<file path="config.mk">
export PLATFORM = sky130hd
export DESIGN_NAME = vga_write_queue_flat
export DESIGN_NICKNAME = d
export VERILOG_FILES = /design/src/rtl/vga_write_queue_if.sv /design/src/rtl/vga_write_queue.sv /design/src/flat_wrapper.sv
export SDC_FILE = /design/constraint.sdc
export NUM_CORES = 1
export LEC_CHECK = 0
export CAP_MARGIN = 20
export CORE_UTILIZATION = 58
export DETAILED_ROUTE_END_ITERATION = 8
export PLACE_DENSITY = 0.78
export REMOVE_ABC_BUFFERS = 1
export SYNTH_ARGS = -nofsm -noshare
export SYNTH_HDL_FRONTEND = slang
export SYNTH_SLANG_ARGS = --single-unit
</file>
<file path="constraint.sdc">
create_clock -name clk -period 2.89 [get_ports clk]
set_input_delay 0.578 -clock clk [delete_from_list [all_inputs] [get_ports clk]]
set_output_delay 0.578 -clock clk [all_outputs]
set_load 0.005 [all_outputs]
</file>
<file path="src/rtl/vga_write_queue_if.sv">
// Handshake/status bundle between the MiniAlu VGA write path and the pixel write queue.
interface vga_write_queue_if #(
    parameter int unsigned DEPTH   = 8,
    parameter int unsigned ADDR_W  = 16,
    parameter int unsigned COLOR_W = 3
);
    localparam int unsigned CNT_W = $clog2(DEPTH) + 1;

    logic               iWrite;
    logic [7:0]         iRow;
    logic [7:0]         iCol;
    logic [COLOR_W-1:0] iColor;
    logic               iFlush;
    logic               iBlank;
    logic               oFull;
    logic               oEmpty;
    logic [CNT_W-1:0]   oCount;
    logic               oOverflow;
    logic               oMemWriteEnable;
    logic [ADDR_W-1:0]  oMemWriteAddress;
    logic [COLOR_W-1:0] oMemData;

    // CPU / controller side: drives requests and blanking, observes status and memory writes.
    modport master (
        output iWrite, iRow, iCol, iColor, iFlush, iBlank,
        input  oFull, oEmpty, oCount, oOverflow,
        input  oMemWriteEnable, oMemWriteAddress, oMemData
    );

    // Queue side.
    modport slave (
        input  iWrite, iRow, iCol, iColor, iFlush, iBlank,
        output oFull, oEmpty, oCount, oOverflow,
        output oMemWriteEnable, oMemWriteAddress, oMemData
    );
endinterface

</file>
<file path="src/rtl/vga_write_queue.sv">
// Pixel write FIFO that only drains into video memory while the VGA controller is blanking.
module vga_write_queue #(
    parameter int unsigned DEPTH   = 8,
    parameter int unsigned ADDR_W  = 16,
    parameter int unsigned COLOR_W = 3
) (
    input  logic              clk,
    input  logic              rst,
    vga_write_queue_if.slave  bus
);
    localparam int unsigned PTR_W = $clog2(DEPTH);
    localparam int unsigned CNT_W = PTR_W + 1;

    typedef struct packed {
        logic [ADDR_W-1:0]  addr;
        logic [COLOR_W-1:0] color;
    } entry_t;

    typedef enum logic {
        IDLE,
        DRAIN
    } state_t;

    entry_t             mem_q [DEPTH];
    logic [PTR_W-1:0]   wr_ptr_q;
    logic [PTR_W-1:0]   rd_ptr_q;
    logic [CNT_W-1:0]   count_q;
    logic [CNT_W-1:0]   count_d;
    logic               full_q;
    logic               empty_q;
    logic               ovf_q;
    logic               we_q;
    logic [ADDR_W-1:0]  addr_q;
    logic [COLOR_W-1:0] data_q;
    state_t             state_q;

    logic               push_c;
    logic               pop_c;
    entry_t             wr_entry_c;
    entry_t             rd_entry_c;

    // Push/pop qualification and next occupancy; full-ness uses the pre-edge count and flush wins.
    always_comb begin
        push_c     = 1'b0;
        pop_c      = 1'b0;
        count_d    = count_q;
        wr_entry_c = '{addr: ADDR_W'({bus.iRow, bus.iCol}), color: bus.iColor};
        rd_entry_c = mem_q[rd_ptr_q];
        if (bus.iFlush) begin
            count_d = '0;
        end else begin
            push_c  = bus.iWrite && !full_q;
            pop_c   = bus.iBlank && !empty_q;
            count_d = count_q + CNT_W'(push_c) - CNT_W'(pop_c);
        end
    end

    // Entry storage; contents need no reset because pointers and count gate every read.
    always_ff @(posedge clk) begin
        if (push_c) begin
            mem_q[wr_ptr_q] <= wr_entry_c;
        end
    end

    // Pointers, status flags, drain FSM and the registered memory write port.
    always_ff @(posedge clk or posedge rst) begin
        if (rst) begin
            wr_ptr_q <= '0;
            rd_ptr_q <= '0;
            count_q  <= '0;
            full_q   <= 1'b0;
            empty_q  <= 1'b1;
            ovf_q    <= 1'b0;
            we_q     <= 1'b0;
            addr_q   <= '0;
            data_q   <= '0;
            state_q  <= IDLE;
        end else begin
            count_q <= count_d;
            full_q  <= (count_d == CNT_W'(DEPTH));
            empty_q <= (count_d == '0);

            if (bus.iWrite && full_q && !bus.iFlush) begin
                ovf_q <= 1'b1;
            end

            if (push_c) begin
                wr_ptr_q <= wr_ptr_q + PTR_W'(1);
            end

            if (bus.iFlush) begin
                rd_ptr_q <= wr_ptr_q;
            end else if (pop_c) begin
                rd_ptr_q <= rd_ptr_q + PTR_W'(1);
            end

            we_q <= pop_c;
            if (pop_c) begin
                addr_q <= rd_entry_c.addr;
                data_q <= rd_entry_c.color;
            end

            case (state_q)
                IDLE: begin
                    if (pop_c && count_d != '0) begin
                        state_q <= DRAIN;
                    end
                end
                DRAIN: begin
                    if (!pop_c || count_d == '0) begin
                        state_q <= IDLE;
                    end
                end
                default: state_q <= IDLE;
            endcase
        end
    end

    assign bus.oCount           = count_q;
    assign bus.oFull            = full_q;
    assign bus.oEmpty           = empty_q;
    assign bus.oOverflow        = ovf_q;
    assign bus.oMemWriteEnable  = we_q;
    assign bus.oMemWriteAddress = addr_q;
    assign bus.oMemData         = data_q;
endmodule

</file>
<file path="src/flat_wrapper.sv">
// flat-port wrapper written by rule: the top's interface ports become plain ports
module vga_write_queue_flat 
#(
    parameter int unsigned DEPTH   = 8,
    parameter int unsigned ADDR_W  = 16,
    parameter int unsigned COLOR_W = 3
)
  (clk, rst, bus_iWrite, bus_iRow, bus_iCol, bus_iColor, bus_iFlush, bus_iBlank, bus_oFull, bus_oEmpty, bus_oCount, bus_oOverflow, bus_oMemWriteEnable, bus_oMemWriteAddress, bus_oMemData);
  vga_write_queue_if #(.DEPTH(DEPTH), .ADDR_W(ADDR_W), .COLOR_W(COLOR_W)) bus_i ();
  input  logic clk;
  input  logic rst;
  input wire logic [$bits(bus_i.iWrite)-1:0] bus_iWrite;
  input wire logic [$bits(bus_i.iRow)-1:0] bus_iRow;
  input wire logic [$bits(bus_i.iCol)-1:0] bus_iCol;
  input wire logic [$bits(bus_i.iColor)-1:0] bus_iColor;
  input wire logic [$bits(bus_i.iFlush)-1:0] bus_iFlush;
  input wire logic [$bits(bus_i.iBlank)-1:0] bus_iBlank;
  output wire logic [$bits(bus_i.oFull)-1:0] bus_oFull;
  output wire logic [$bits(bus_i.oEmpty)-1:0] bus_oEmpty;
  output wire logic [$bits(bus_i.oCount)-1:0] bus_oCount;
  output wire logic [$bits(bus_i.oOverflow)-1:0] bus_oOverflow;
  output wire logic [$bits(bus_i.oMemWriteEnable)-1:0] bus_oMemWriteEnable;
  output wire logic [$bits(bus_i.oMemWriteAddress)-1:0] bus_oMemWriteAddress;
  output wire logic [$bits(bus_i.oMemData)-1:0] bus_oMemData;
  assign bus_i.iWrite = bus_iWrite;
  assign bus_i.iRow = bus_iRow;
  assign bus_i.iCol = bus_iCol;
  assign bus_i.iColor = bus_iColor;
  assign bus_i.iFlush = bus_iFlush;
  assign bus_i.iBlank = bus_iBlank;
  assign bus_oFull = bus_i.oFull;
  assign bus_oEmpty = bus_i.oEmpty;
  assign bus_oCount = bus_i.oCount;
  assign bus_oOverflow = bus_i.oOverflow;
  assign bus_oMemWriteEnable = bus_i.oMemWriteEnable;
  assign bus_oMemWriteAddress = bus_i.oMemWriteAddress;
  assign bus_oMemData = bus_i.oMemData;
  vga_write_queue #(.DEPTH(DEPTH), .ADDR_W(ADDR_W), .COLOR_W(COLOR_W)) u_core (.clk(clk), .rst(rst), .bus(bus_i));
endmodule
</file>
==> results.cfg <==
[logic_synthesis]
synthesis.yosys.warnings = 0
synth_seq_area_share_pct = 73.9
synth-main-ff-cell = edfxtp_1
postSynthAreaPerCell_um2 = 16.5
netlist-cell-type-count = 31
netlist_instances = 442
synth_async_sr_flop_share_pct = 17.8
synth_area_mm2 = 0.00730
synth_edf_count = 152
ys_ff_latch = 185

[power_and_ir_drop]
power.clock.fraction_pct = 29.2
combinationalPowerShare_pct = 27.0
reported_net_switching_power_mw = 2.34
power_frac_seq_pct = 43.8
ir_worst_vdd_v = 0.000658
power.static_leakage_nw = 3.17
finalPower_mw = 8.12
cellPowerDensity_mw_per_mm2 = 947
cell_internal_pwr_mw = 5.78
netSwitchingFraction_pct = 28.8

[timing]
setup_slack_ns = 0.607
final_report_max_slew_violation_count = 0
fmax_ghz = 0.438
report.final.hold_viol_count = 0
grt_setup_unrepaired = no
layout_min_cycle_time_ns = 2.28
skew_ns = 0.00551
timing_worst_slew_pin_value_ns = 0.871
final_critical_path_share_of_the_clock_period_pct = 79.0
headroom_to_the_max_slew_limit_pct = 41.9
report.final.setup_viol = 0

[global_routing]
gr-total-overflow = 0
grt_start_max_net_pins = 39
number_of_antenna_violations_at_the_first_check_in_global_routing = 0
grt_pass1_vias = 4018
grt_first_pass_wirelength_mm = 21.3
grt.total_usage_pct = 22.9

[critical_path]
setup.worst_path.class = input pin to flop
crit_path_max_fanout = 3
critPathLaunchType = input pin
cp_data_arrival_time_ns = 2.65
worst-endpoint-required_ns = 3.26
cp-end-kind = flop
r2r_setup_slk_ns = 0.84

[drt]
detail_route_antenna_nets = 0
route.vias.total = 3922
dr.first_iter.drc_count = 240
postRouteWirelength_mm = 13.7
routed_wire_length_per_instance_um = 20.0
vias_per_cell = 5.70
firstDrtPassIters = 4
post-route-drc-count = 0

[clocking]
htree_num_levels = 4
tritoncts.num_buffers = 17
post-cts-setup-buffers = 0
cts-hold-fix-buffers = 0
clkTransAtPathRegs_ns = 0.06
num_clock_sinks = 185
cts_root_buf = clkbuf_16
cts_tree = yes
clk-insertion-delay-late_ns = 0.43
cts_repair_resize_count = 0
ctsLongestPathBuffers = 2

[placed_design]
gp_congestion = 0.802
dp.final_hpwl_mm = 7.91
preCtsSetupSlack_ns = 0.211
place.port_buffers = 50

[floorplan]
initial_core_util_pct = 60.0
fp.dieH_um = 114
coreArea_mm2 = 0.0122
fp.dieW_um = 114
design.die.area_mm2 = 0.0130
boundaryPins = 51
floorplan.rows = 40

[layout]
multi_input_area_mm2 = 0.00169
ratio_of_cells_with_drive_above_1_in_the_final_layout_pct = 10.8
area_growth_syn_to_layout_pct = 17.6
fillerInstances = 797
layout_commonest_cell = edfxtp_1
layout_net_count = 538
insertedDiodeCount = 0
mostFrequentLayoutCells = edfxtp_1 (152), mux2i_1 (77), clkdlybuf4s50_1 (50), nand2_1 (47), a22oi_1 (38)
seq_area_mm2 = 0.00540
final_util_pct = 70.6

[min_path]
timing.hold.worst.class = flop to flop

[status]
outcome = complete, no violations

[job]
max-cap-violations = 0
[per-layer routing]
layer	vias up	wire length (um)	global-route usage, %
met2	106	7240	39.4
li1	1803	-	-
met5	-	0	0
met1	1996	5600	28.2
met4	0	193	10.6
met3	17	713	4.45
[final cells by class]
class | count | area share [%]
flip-flops and latches | 185 | 62.9
multi-input cells | 229 | 19.7
repair buffers | 70 | 7.73
clock buffers | 18 | 5.00
well taps | 168 | 2.45
clock inverters | 13 | 2.08
inverters | 5 | 0.219
[stage by stage]
stage	std cells	setup TNS (ns)	area (um^2)	hold WS (ns)
final	688	0	8580	0.463
after CTS	688	0	8580	0.467
after global routing	688	0	8580	0.486
after floorplan	419	-8.44	7090	0.466
after global placement	657	0	7970	0.457
after detailed placement	657	0	7970	0.453
[final timing paths]
path                                      start                              end  cells past startpoint
setup / recovery                     bus_iBlank                 u_core.bus.oFull                      8
hold / removal             u_core.bus.oOverflow             u_core.bus.oOverflow                      1
setup reg to reg              u_core.bus.oEmpty                 u_core.bus.oFull                      7
hold reg to reg            u_core.bus.oOverflow             u_core.bus.oOverflow                      1
max in group asynchronous                   rst  u_core.bus.oMemWriteAddress[13]                      3
min in group asynchronous                   rst   u_core.bus.oMemWriteAddress[7]                      2
[worst max-delay path: stages]
cell,delay [ns]
clkdlybuf4s50_1,0.45
nor2b_1,0.24
nand2b_1,0.15
ha_1,0.30
a21o_1,0.17
a2111oi_0,0.41
o21bai_2,0.21
and2b_1,0.14
[kinds of logic (layout without fill, tap and decap cells)]
logic type      count (synthesis)  in the layout  share of synthesized area [%]
xor+xnor                        7              7                          0.840
fa+ha+maj                       6              6                           1.13
buf+inv                        28            106                           3.14
mux                            78             78                           10.7
simple gates                   91             91                           5.54
compound gates                 47             47                           4.75
flops                         185            185                           73.9
[power groups by stage]
| stage | clock network [mW] | logic, mW | registers, mW |
|---|---|---|---|
| 2_1_floorplan | 0 | 1.28 | 3.69 |
| 3_3_place_gp | 0 | 2.12 | 3.58 |
| 3_5_place_dp | 0 | 2.19 | 3.61 |
| 4_1_cts | 2.40 | 2.22 | 3.56 |
| 5_1_grt | 2.50 | 2.39 | 3.59 |
| 6_report | 2.37 | 2.19 | 3.56 |
[sequential cells by signal, indices dropped and copies added, names as in the netlist]
register,flops
u_core.bus.oCount,4
u_core.bus.oEmpty,1
u_core.bus.oFull,1
u_core.bus.oMemData,3
u_core.bus.oMemWriteAddress,16
u_core.bus.oMemWriteEnable,1
u_core.bus.oOverflow,1
u_core.mem_q,152
u_core.rd_ptr_q,3
u_core.wr_ptr_q,3
[synth_stat cells (4+ instances only)]
cell type,instances,area share [%]
buf_4,9,0.93
dfrtp_1,32,11
buf_2,8,0.55
nand2b_1,4,0.34
edfxtp_1,152,63
xor2_1,4,0.48
buf_12,4,1.1
a22oi_1,38,3.9
nand3_1,19,1.3
nor2_1,9,0.46
inv_1,5,0.26
nand2_1,47,2.4
ha_1,5,0.86
nor2b_1,6,0.51
mux2i_1,77,11
(Power assumes the default switching activity.)
